`src/rtl/mac_row4_seq.sv`:
```
// Sequencer for a 4-stage FP16 systolic MAC row. It preloads four weights,
// streams X beats into the row, and collects row results in an output FIFO.
// X issue is credit-limited so the FIFO always has room for every beat in flight.
module mac_row4_seq #(
  parameter int DATA_W     = 16,
  parameter int LEN_W      = 8,
  parameter int OBUF_DEPTH = 8
) (
  input  logic              clk,
  input  logic              rst_n,
  input  logic              start,
  input  logic [LEN_W-1:0]  len_i,
  output logic              busy,
  output logic              done,
  output logic              err_overflow,
  input  logic              w_valid,
  output logic              w_ready,
  input  logic [DATA_W-1:0] w_data,
  input  logic              x_valid,
  output logic              x_ready,
  input  logic [DATA_W-1:0] x_data,
  output logic [3:0]        row_enW,
  output logic [DATA_W-1:0] row_W,
  output logic              row_enX,
  output logic [DATA_W-1:0] row_X,
  input  logic [DATA_W-1:0] row_Y_i,
  input  logic              row_finish_i,
  output logic              y_valid,
  input  logic              y_ready,
  output logic [DATA_W-1:0] y_data
);

  localparam int CW  = LEN_W + 1;           // job counters
  localparam int SW  = CW + 1;              // credit sum
  localparam int AW  = $clog2(OBUF_DEPTH);  // FIFO pointer
  localparam int FCW = AW + 1;              // FIFO occupancy

  typedef enum logic [1:0] {IDLE, LOAD_W, STREAM, DRAIN} state_e;

  state_e              state_q, state_d;
  logic [CW-1:0]       len_q, len_d;
  logic [CW-1:0]       issued_q, issued_d;
  logic [CW-1:0]       received_q, received_d;
  logic [1:0]          w_idx_q, w_idx_d;
  logic                err_q, err_d;
  logic                done_q, done_d;
  logic [3:0]          row_enW_q, row_enW_d;
  logic [DATA_W-1:0]   row_W_q, row_W_d;
  logic                row_enX_q, row_enX_d;
  logic [DATA_W-1:0]   row_X_q, row_X_d;

  logic [AW-1:0]       wr_ptr_q, rd_ptr_q;
  logic [FCW-1:0]      count_q;
  logic [DATA_W-1:0]   mem [OBUF_DEPTH];

  logic [CW-1:0]       inflight;
  logic [SW-1:0]       credit_sum;
  logic                credit_ok;
  logic                w_hs, x_hs, push, pop, fifo_empty;

  // Beats the row still owes us, and whether one more beat still fits in the FIFO.
  assign inflight   = issued_q - received_q;
  assign credit_sum = SW'(inflight) + SW'(count_q);
  assign credit_ok  = credit_sum < SW'(OBUF_DEPTH);
  assign fifo_empty = (count_q == '0);

  assign busy         = (state_q != IDLE);
  assign done         = done_q;
  assign err_overflow = err_q;
  assign w_ready      = (state_q == LOAD_W);
  assign x_ready      = (state_q == STREAM) && (issued_q < len_q) && credit_ok;
  assign row_enW      = row_enW_q;
  assign row_W        = row_W_q;
  assign row_enX      = row_enX_q;
  assign row_X        = row_X_q;
  assign y_valid      = !fifo_empty;
  assign y_data       = mem[rd_ptr_q];

  assign w_hs = w_valid && w_ready;
  assign x_hs = x_valid && x_ready;
  assign push = row_finish_i && (inflight != '0);
  assign pop  = y_valid && y_ready;

  // Next-state logic for the sequencer FSM, counters and row-side drive registers.
  always_comb begin
    // NOTE: every variable gets a default before the case so no path infers a latch.
    state_d    = state_q;
    len_d      = len_q;
    issued_d   = issued_q;
    received_d = received_q;
    w_idx_d    = w_idx_q;
    err_d      = err_q;
    done_d     = 1'b0;
    row_enW_d  = 4'b0000;
    row_W_d    = row_W_q;
    row_enX_d  = 1'b0;
    row_X_d    = row_X_q;

    unique case (state_q)
      IDLE: begin
        if (start) begin
          state_d    = LOAD_W;
          len_d      = {1'b0, len_i};
          issued_d   = '0;
          received_d = '0;
          w_idx_d    = '0;
          err_d      = 1'b0;
        end
      end
      LOAD_W: begin
        if (w_hs) begin
          row_enW_d = 4'b0001 << w_idx_q;
          row_W_d   = w_data;
          w_idx_d   = w_idx_q + 2'd1;
          if (w_idx_q == 2'd3) begin
            state_d = (len_q != '0) ? STREAM : DRAIN;
          end
        end
      end
      STREAM: begin
        if (x_hs) begin
          row_enX_d = 1'b1;
          row_X_d   = x_data;
          issued_d  = issued_q + CW'(1);
          if (issued_q + CW'(1) == len_q) begin
            state_d = DRAIN;
          end
        end
      end
      DRAIN: begin
        if ((received_q == issued_q) && fifo_empty) begin
          done_d  = 1'b1;
          state_d = IDLE;
        end
      end
      default: state_d = IDLE;
    endcase

    // Result capture runs in every state; a finish with nothing owed is dropped.
    if (push) begin
      received_d = received_q + CW'(1);
    end
    if (row_finish_i && (inflight == '0)) begin
      err_d = 1'b1;
    end
  end

  // Sequencer and row-drive registers with synchronous reset.
  always_ff @(posedge clk) begin
    // NOTE: non-blocking assignments keep every register sampling pre-edge values.
    if (!rst_n) begin
      state_q    <= IDLE;
      len_q      <= '0;
      issued_q   <= '0;
      received_q <= '0;
      w_idx_q    <= '0;
      err_q      <= 1'b0;
      done_q     <= 1'b0;
      row_enW_q  <= 4'b0000;
      row_W_q    <= '0;
      row_enX_q  <= 1'b0;
      row_X_q    <= '0;
    end else begin
      state_q    <= state_d;
      len_q      <= len_d;
      issued_q   <= issued_d;
      received_q <= received_d;
      w_idx_q    <= w_idx_d;
      err_q      <= err_d;
      done_q     <= done_d;
      row_enW_q  <= row_enW_d;
      row_W_q    <= row_W_d;
      row_enX_q  <= row_enX_d;
      row_X_q    <= row_X_d;
    end
  end

  // Output FIFO pointers and occupancy; push and pop may coincide at any level.
  always_ff @(posedge clk) begin
    if (!rst_n) begin
      wr_ptr_q <= '0;
      rd_ptr_q <= '0;
      count_q  <= '0;
    end else begin
      if (push) wr_ptr_q <= wr_ptr_q + AW'(1);
      if (pop)  rd_ptr_q <= rd_ptr_q + AW'(1);
      if (push && !pop)      count_q <= count_q + FCW'(1);
      else if (!push && pop) count_q <= count_q - FCW'(1);
    end
  end

  // FIFO storage written on every accepted row result.
  always_ff @(posedge clk) begin
    // NOTE: storage is not reset; the cleared count makes stale entries unobservable.
    if (push) begin
      mem[wr_ptr_q] <= row_Y_i;
    end
  end

endmodule

```
`config.mk`:
```
export PLATFORM = sky130hd
export DESIGN_NAME = mac_row4_seq
export DESIGN_NICKNAME = d
export VERILOG_FILES = /design/src/rtl/mac_row4_seq.sv
export SDC_FILE = /design/constraint.sdc
export NUM_CORES = 1
export LEC_CHECK = 0
export CAP_MARGIN = 0
export CORE_MARGIN = 3
export CORE_UTILIZATION = 29
export CTS_CLUSTER_DIAMETER = 30
export DETAILED_ROUTE_END_ITERATION = 16
export PLACE_DENSITY_LB_ADDON = 0.15
export REMOVE_ABC_BUFFERS = 1
export SETUP_SLACK_MARGIN = 0.5
export SLEW_MARGIN = 5
export SYNTH_ARGS = -nofsm -noshare
export SYNTH_HDL_FRONTEND = slang
export SYNTH_SLANG_ARGS = --single-unit
export TNS_END_PERCENT = 5
```
`constraint.sdc`:
```
create_clock -name clk -period 14.3 [get_ports clk]
set_clock_uncertainty 0.1 [all_clocks]
set_input_delay 4.29 -clock clk [delete_from_list [all_inputs] [get_ports clk]]
set_output_delay 4.29 -clock clk [all_outputs]
set_load 0.1 [all_outputs]
```
==> run metrics, run 1 <==
peak clock frequency supported by timing about 110 MHz; total vias in the final route approximately 6,500; Initial Util 29.7%; total global routing track utilization a little over an eighth; Vert. Die Dim around 190 um; Slowest-stage cell, CP clkdlybuf4s50_1; number of clock buffers inserted by TritonCTS a little over 50; library cells used by synthesis 68; final max-slew violation count 0; count of flip-flops with a built-in enable after synthesis 128; setup_tns 0 ns; DRC 0; chain of cells forming the critical path inv_1, ha_1, fa_1, nand2b_1, a211oi_1, nor4b_1, a311o_1, or4_1, nor3_1, clkdlybuf4s50_1; source-to-sink clock delay at the later pin of the worst-skew pair about 0.55 ns; worst relative slew slack about a third; Num Clock Sinks 210; non-filler cells, final between 1,000 and 1,500; Worst Path Buf+Inv 2; ratio of cells with drive above 1 in the final layout 18.8%; post-synth design cell area approximately 0.0095 mm2; Die Outline Area around 0.035 mm2; initial antenna violation count 1; number of antenna repair diodes 0; maximum number of pins on one net before global-route repair between 70 and 80; detailed placement HPWL around 14 mm; standard cell area after detailed placement roughly 0.011 mm2; maximum single-stage delay on the critical path approximately 1.2 ns; power density of the placed cells roughly 200 mW/mm2; CTS H-tree depth 2; largest buffer count on any clock path 3; area of the multi-input gates roughly 0.0037 mm2; setup violators final 0; sequential cell area ~0.0055 mm2; Hold Crit Class reg2reg; Critical Path Sink Type output pin; drt total wl between 20 and 25 mm; total of hold buffers inserted after clock tree synthesis 0; final critical-path share of the clock period 63.2%; P_leak between 0.004 and 0.005 uW; fraction of the yosys area taken by sequential cells 57.9%; Core Area 0.0319 mm2; Die Width 187 um; Worst R2R Start issued_q[0]; count of TritonRoute iterations in the first routing pass 5; startpoint of the worst setup timing path issued_q[0]; count of standard-cell rows 65; number of ports placed on the die boundary 122; count of nets after finishing between 900 and 1,000; number of warning messages in the yosys log 0; start-to-end type of the worst setup path reg2out; Vias/cell between 4 and 5; arrival time of the worst setup path ~4.7 ns; kind of cell adding the most delay to the critical path buffers and inverters; CTS tree built; pin slew with the least headroom to its limit ~1.0 ns; total overflow reported by the global router 0; number of cells upsized or downsized after cts 0; clock-pin slew on the worst setup and hold paths roughly 0.040 ns; share of synthesized registers carrying an async set or reset 0%; total count of hold-check failures in the final report 0; vias in the first global route 6,634; leading register cell type out of synthesis edfxtp_1; average wire length per cell after detail routing between 15 and 20 um; total non-filler cell area in the finished layout roughly 0.013 mm2; average cell area after synthesis ~13 um2; peak supply drop between 80 and 90 uV; Area growth, synth to finish 36.0%; Iter 0 DRT Violations approximately 330; post-synthesis register bit count 210; startpoint type of the worst setup path flip-flop; filler cell count ~3,100; Required @ worst endpoint 9.91 ns; remaining antenna violation count after routing 0; final period demand of the worst path between 9 and 10 ns; # port buffers approximately 120; post-CTS repair timing setup buffer count 0; global-route wire length before repair roughly 37 mm; number of instances in the synthesized netlist about 750; placed insts 1,276; max-capacitance violation count 0; Final GP Congestion 0.773; clock root buffer clkbuf_16; top fanout value on the critical path 6; Worst Min Path Start row_W[3]; outcome completed; setup repair after global routing missed its margin no
-- where the power goes --
part	switching (uW)	leakage (uW)	total, uW	internal (uW)
clock	373	0.000822	1120	751
sequential	29.6	0.00183	715	686
combinational	472	0.00180	704	232
total	875	0.00445	2540	1670
-- layout by cell type (no fill, tap or decap), types with 9 or more instances in the layout --
cell             netlist  layout
nand3_1               27      27
clkinv_2               0      12
ha_1                  32      32
buf_4                  2      16
inv_1                 27      26
mux2i_1               22      22
nor2_1                46      46
xnor2_1               10      10
nand2_1               81      81
clkbuf_16              0      51
o21ai_0               14      14
and3_1                 9       9
a21oi_1               45      45
nor3_1                13      11
edfxtp_1             128     128
dfxtp_1               82      81
clkdlybuf4s50_1        0     121
mux2_2                18      18
mux4_2                32      32
-- per-layer routing --
layer | routed length, um | GRT usage, %
met2 | 10500 | 21.0
met1 | 10400 | 16.9
met4 | 408 | 3.49
met5 | 13 | 0
met3 | 1720 | 4.40
-- worst min-delay path, delay by kind of cell, from the launching register on --
| family | cells | cell delay (ns) |
|---|---|---|
| AOI/OAI and AO/OA | 1 | 0.05 |
| and+or+nand+nor | 1 | 0.05 |
| DFF | 1 | 0.30 |
-- state kept, by name, summed over array words and instances, names as in the netlist, named ones only --
name,flops
mem,128
row_enX,1
row_W,16
w_idx_q,2
row_X,16
received_q,9
done,1
len_q,8
rd_ptr_q,3
issued_q,9
state_q,2
row_enW,4
wr_ptr_q,3
count_q,4
err_overflow,1
-- per-stage QoR --
step	hold WS (ns)	utilization (%)	power, uW	setup WS [ns]
3_5_place_dp	0.346	35.0	1440	5.80
5_1_grt	0.373	40.4	2660	5.06
3_3_place_gp	0.341	35.0	1440	5.85
2_1_floorplan	0.341	-	1250	5.37
4_1_cts	0.353	40.4	2580	5.23
6_report	0.352	40.4	2540	5.26
-- cell usage after synthesis, types with 3 or more instances --
| cell type | n | area share, % |
|---|---|---|
| dfxtp_1 | 82 | 17 |
| nor4_1 | 6 | 0.40 |
| or4_1 | 4 | 0.32 |
| o21ai_0 | 14 | 0.74 |
| and3_1 | 9 | 0.59 |
| nor4b_1 | 5 | 0.46 |
| clkbuf_1 | 22 | 0.87 |
| mux2i_1 | 22 | 2.3 |
| nand2b_1 | 3 | 0.20 |
| or3_1 | 7 | 0.46 |
| buf_6 | 5 | 0.59 |
| a22oi_1 | 3 | 0.24 |
| nor2_1 | 46 | 1.8 |
| xnor2_1 | 10 | 0.92 |
| a21oi_1 | 45 | 2.4 |
| edfxtp_1 | 128 | 41 |
| nand4_1 | 4 | 0.26 |
| nand2_1 | 81 | 3.2 |
| ha_1 | 32 | 4.2 |
| inv_1 | 27 | 1.1 |
| and4_1 | 3 | 0.28 |
| nand3_1 | 27 | 1.4 |
| xor2_1 | 8 | 0.74 |
| mux2_2 | 18 | 2.1 |
| clkbuf_8 | 4 | 0.58 |
| o21a_1 | 3 | 0.24 |
| a31oi_1 | 4 | 0.26 |
| nor2b_1 | 5 | 0.33 |
| a31o_2 | 4 | 0.37 |
| o211ai_1 | 6 | 0.48 |
| buf_1 | 7 | 0.28 |
| nand3b_1 | 4 | 0.32 |
| and2_1 | 5 | 0.33 |
| a211oi_1 | 4 | 0.32 |
| nor3_1 | 13 | 0.69 |
| mux4_2 | 32 | 7.6 |
-- layout make-up --
type / count / area share [%]
inverter: 28 / 0.816
multi-input combinational: 466 / 28.6
clock buffer: 58 / 10.1
tap: 435 / 4.23
timing repair buffer: 137 / 10.3
sequential: 210 / 42.6
clock inverter: 36 / 3.30
-- path summary, 6_finish.rpt --
path	depth (start not counted)	slack, ns	endpoint
max	10	5.26	x_ready
min	2	0.35	row_W[3]
max reg2reg	13	9.52	mem[3][4]
min reg2reg	2	0.35	row_W[3]
-- logic make-up after synthesis --
kind of cell,synth area share [%]
AO/OA/AOI/OAI,7.87
XOR/XNOR,1.66
adder cells (fa/ha/maj),4.65
buffers and inverters,3.70
flip-flops,57.9
multiplexers,12.1
AND/OR/NAND/NOR,12.1
(Power assumes the default switching activity.)
==> run 2, diff against run 1 <==
clock period = 8.86 ns   (was 14.3 ns; I/O delays follow)
==> run 2 against run 1 <==
  * Combinational power up 62%
  * Global-route usage increased by 0.27 points
  * Non-clock buffer count stayed put
  * Critical path type unchanged
  * Critical endpoint unchanged
  * Highest routed layer unchanged
==> run metrics, run 2 (synthesis gave the netlist of run 1 again) <==
average wire length per cell after detail routing 16.9 um; DRC 0; start-to-end type of the worst setup path reg2out; peak supply drop 154 uV; standard cell area after detailed placement 0.0112 mm2; maximum number of pins on one net before global-route repair between 40 and 50; number of ports placed on the die boundary roughly 120; register ranked first by flip-flop count mem; Iter 0 DRT Violations 330; drt total wl roughly 23 mm; Vert. Die Dim about 190 um; number of antenna repair diodes 0; total non-filler cell area in the finished layout 0.0129 mm2; total overflow reported by the global router 0; initial antenna violation count 1; arrival time of the worst setup path 4.67 ns; count of nets after finishing just under 1,000; DR WL met2 between 10 and 15 mm; Hold Crit Class reg2reg; worst relative slew slack roughly 30%; detailed placement HPWL approximately 15 mm; maximum single-stage delay on the critical path between 1 and 1.5 ns; setup_tns 0 ns; clock root buffer clkbuf_16; top routing layer in use met5; power density of the placed cells about 320 mW/mm2; chain of cells forming the critical path inv_1, ha_1, fa_1, nand2b_1, a211oi_1, nor4b_1, a311o_1, or4_1, nor3_1, clkdlybuf4s50_1; total of hold buffers inserted after clock tree synthesis 0; ratio of cells with drive above 1 in the final layout 18.7%; Core Area between 0.03 and 0.04 mm2; vias in the first global route approximately 6,700; leading cell types in the layout, fill and taps excluded edfxtp_1 (128), clkdlybuf4s50_1 (121), nand2_1 (81), dfxtp_1 (81), clkbuf_16 (54); Die Outline Area roughly 0.035 mm2; Detail Route met3 WL between 1.5 and 2 mm; detailed-routing wirelength on met1 ~11 mm; final critical-path share of the clock period between 80% and 90%; final period demand of the worst path ~7.4 ns; outcome completed; total global routing track utilization 13.3%; Vias/cell 4.69; Initial Util between 20% and 30%; setup repair after global routing missed its margin no; CTS tree built; Num Clock Sinks between 200 and 250; peak clock frequency supported by timing 135 MHz; count of standard-cell rows 65; number of clock buffers inserted by TritonCTS between 50 and 60; post-CTS repair timing setup buffer count 0; Slowest-stage cell, CP clkdlybuf4s50_1; placed insts between 1,000 and 1,500; clock-pin slew on the worst setup and hold paths about 0.04 ns; non-filler cells, final about 1,400; number of cells upsized or downsized after cts 0; count of TritonRoute iterations in the first routing pass 4; P_leak 0.00448 uW; max-capacitance violation count 0; final max-slew violation count 0; # port buffers around 120; total count of hold-check failures in the final report 0; total vias in the final route between 6,000 and 7,000; most common cell after layout, fill and taps aside edfxtp_1; largest buffer count on any clock path 3; top fanout value on the critical path 6; startpoint type of the worst setup path flip-flop; Hold Worst Slack about 0.35 ns; Critical Path Sink Type output pin; remaining antenna violation count after routing 0; Die Width around 190 um; pin slew with the least headroom to its limit ~1.0 ns; global-route wire length before repair 37.2 mm; CTS H-tree depth 2; setup violators final 0; source-to-sink clock delay at the later pin of the worst-skew pair 0.56 ns; Required @ worst endpoint 6.10 ns; Final GP Congestion 0.770; max FFs per register around 130; Area growth, synth to finish 36.5%
run 2: cell types whose count changed in the layout (fill, tap and decap cells not counted), moves of 2 or more:
| cell | delta |
|---|---|
| clkinv_1 | +5 |
| bufinv_16 | -2 |
| clkbuf_16 | +3 |
| clkinvlp_4 | -3 |
| clkbuf_8 | +7 |
| clkinv_4 | -2 |
| inv_6 | -4 |
run 2: power by group:
group	internal, uW	switching (uW)	total [uW]
logic	375	765	1140
registers	1110	49.2	1160
clock network	1250	576	1830
total	2740	1390	4130
run 2: worst paths after layout:
check / endpoint / start / slack [ns] / cells past startpoint
setup / recovery: x_ready / issued_q[0] / 1.43 / 10
hold / removal: row_W[15] / row_W[15] / 0.35 / 2
setup reg to reg: mem[3][4] / issued_q[0] / 3.84 / 13
hold reg to reg: row_W[15] / row_W[15] / 0.35 / 2
run 2: cell type report:
type / count / area (um2)
inverters: 28 / 105
repair buffers: 137 / 1330
well taps: 435 / 544
clock buffers: 68 / 1470
flip-flops and latches: 210 / 5490
fillers: 3078 / 19000
multi-input cells: 466 / 3680
clock inverters: 31 / 300
run 2: metrics by stage:
| stage | power, uW | util [%] | setup WS (ns) |
|---|---|---|---|
| after global placement | 2330 | 35.0 | 2.04 |
| after CTS | 4190 | 40.5 | 1.40 |
| after floorplan | 2020 | - | 1.56 |
| final | 4130 | 40.5 | 1.43 |
| after detailed placement | 2330 | 35.0 | 2.03 |
| after global routing | 4320 | 40.5 | 1.19 |
run 2: critical path: cells and delay by family, from the launching register on:
family	cells	cell delay, ns
buffers and inverters	2	1.28
flip-flops	1	0.40
AO/OA/AOI/OAI	2	0.74
AND/OR/NAND/NOR	4	1.01
adder cells (fa/ha/maj)	2	0.68
run 2: layer usage:
metal  global-route usage, %  vias up
met4                    4.04        2
met5                       0        -
met1                    17.4     3110
met2                    21.1      182
li1                        -     3121
met3                    4.43       40
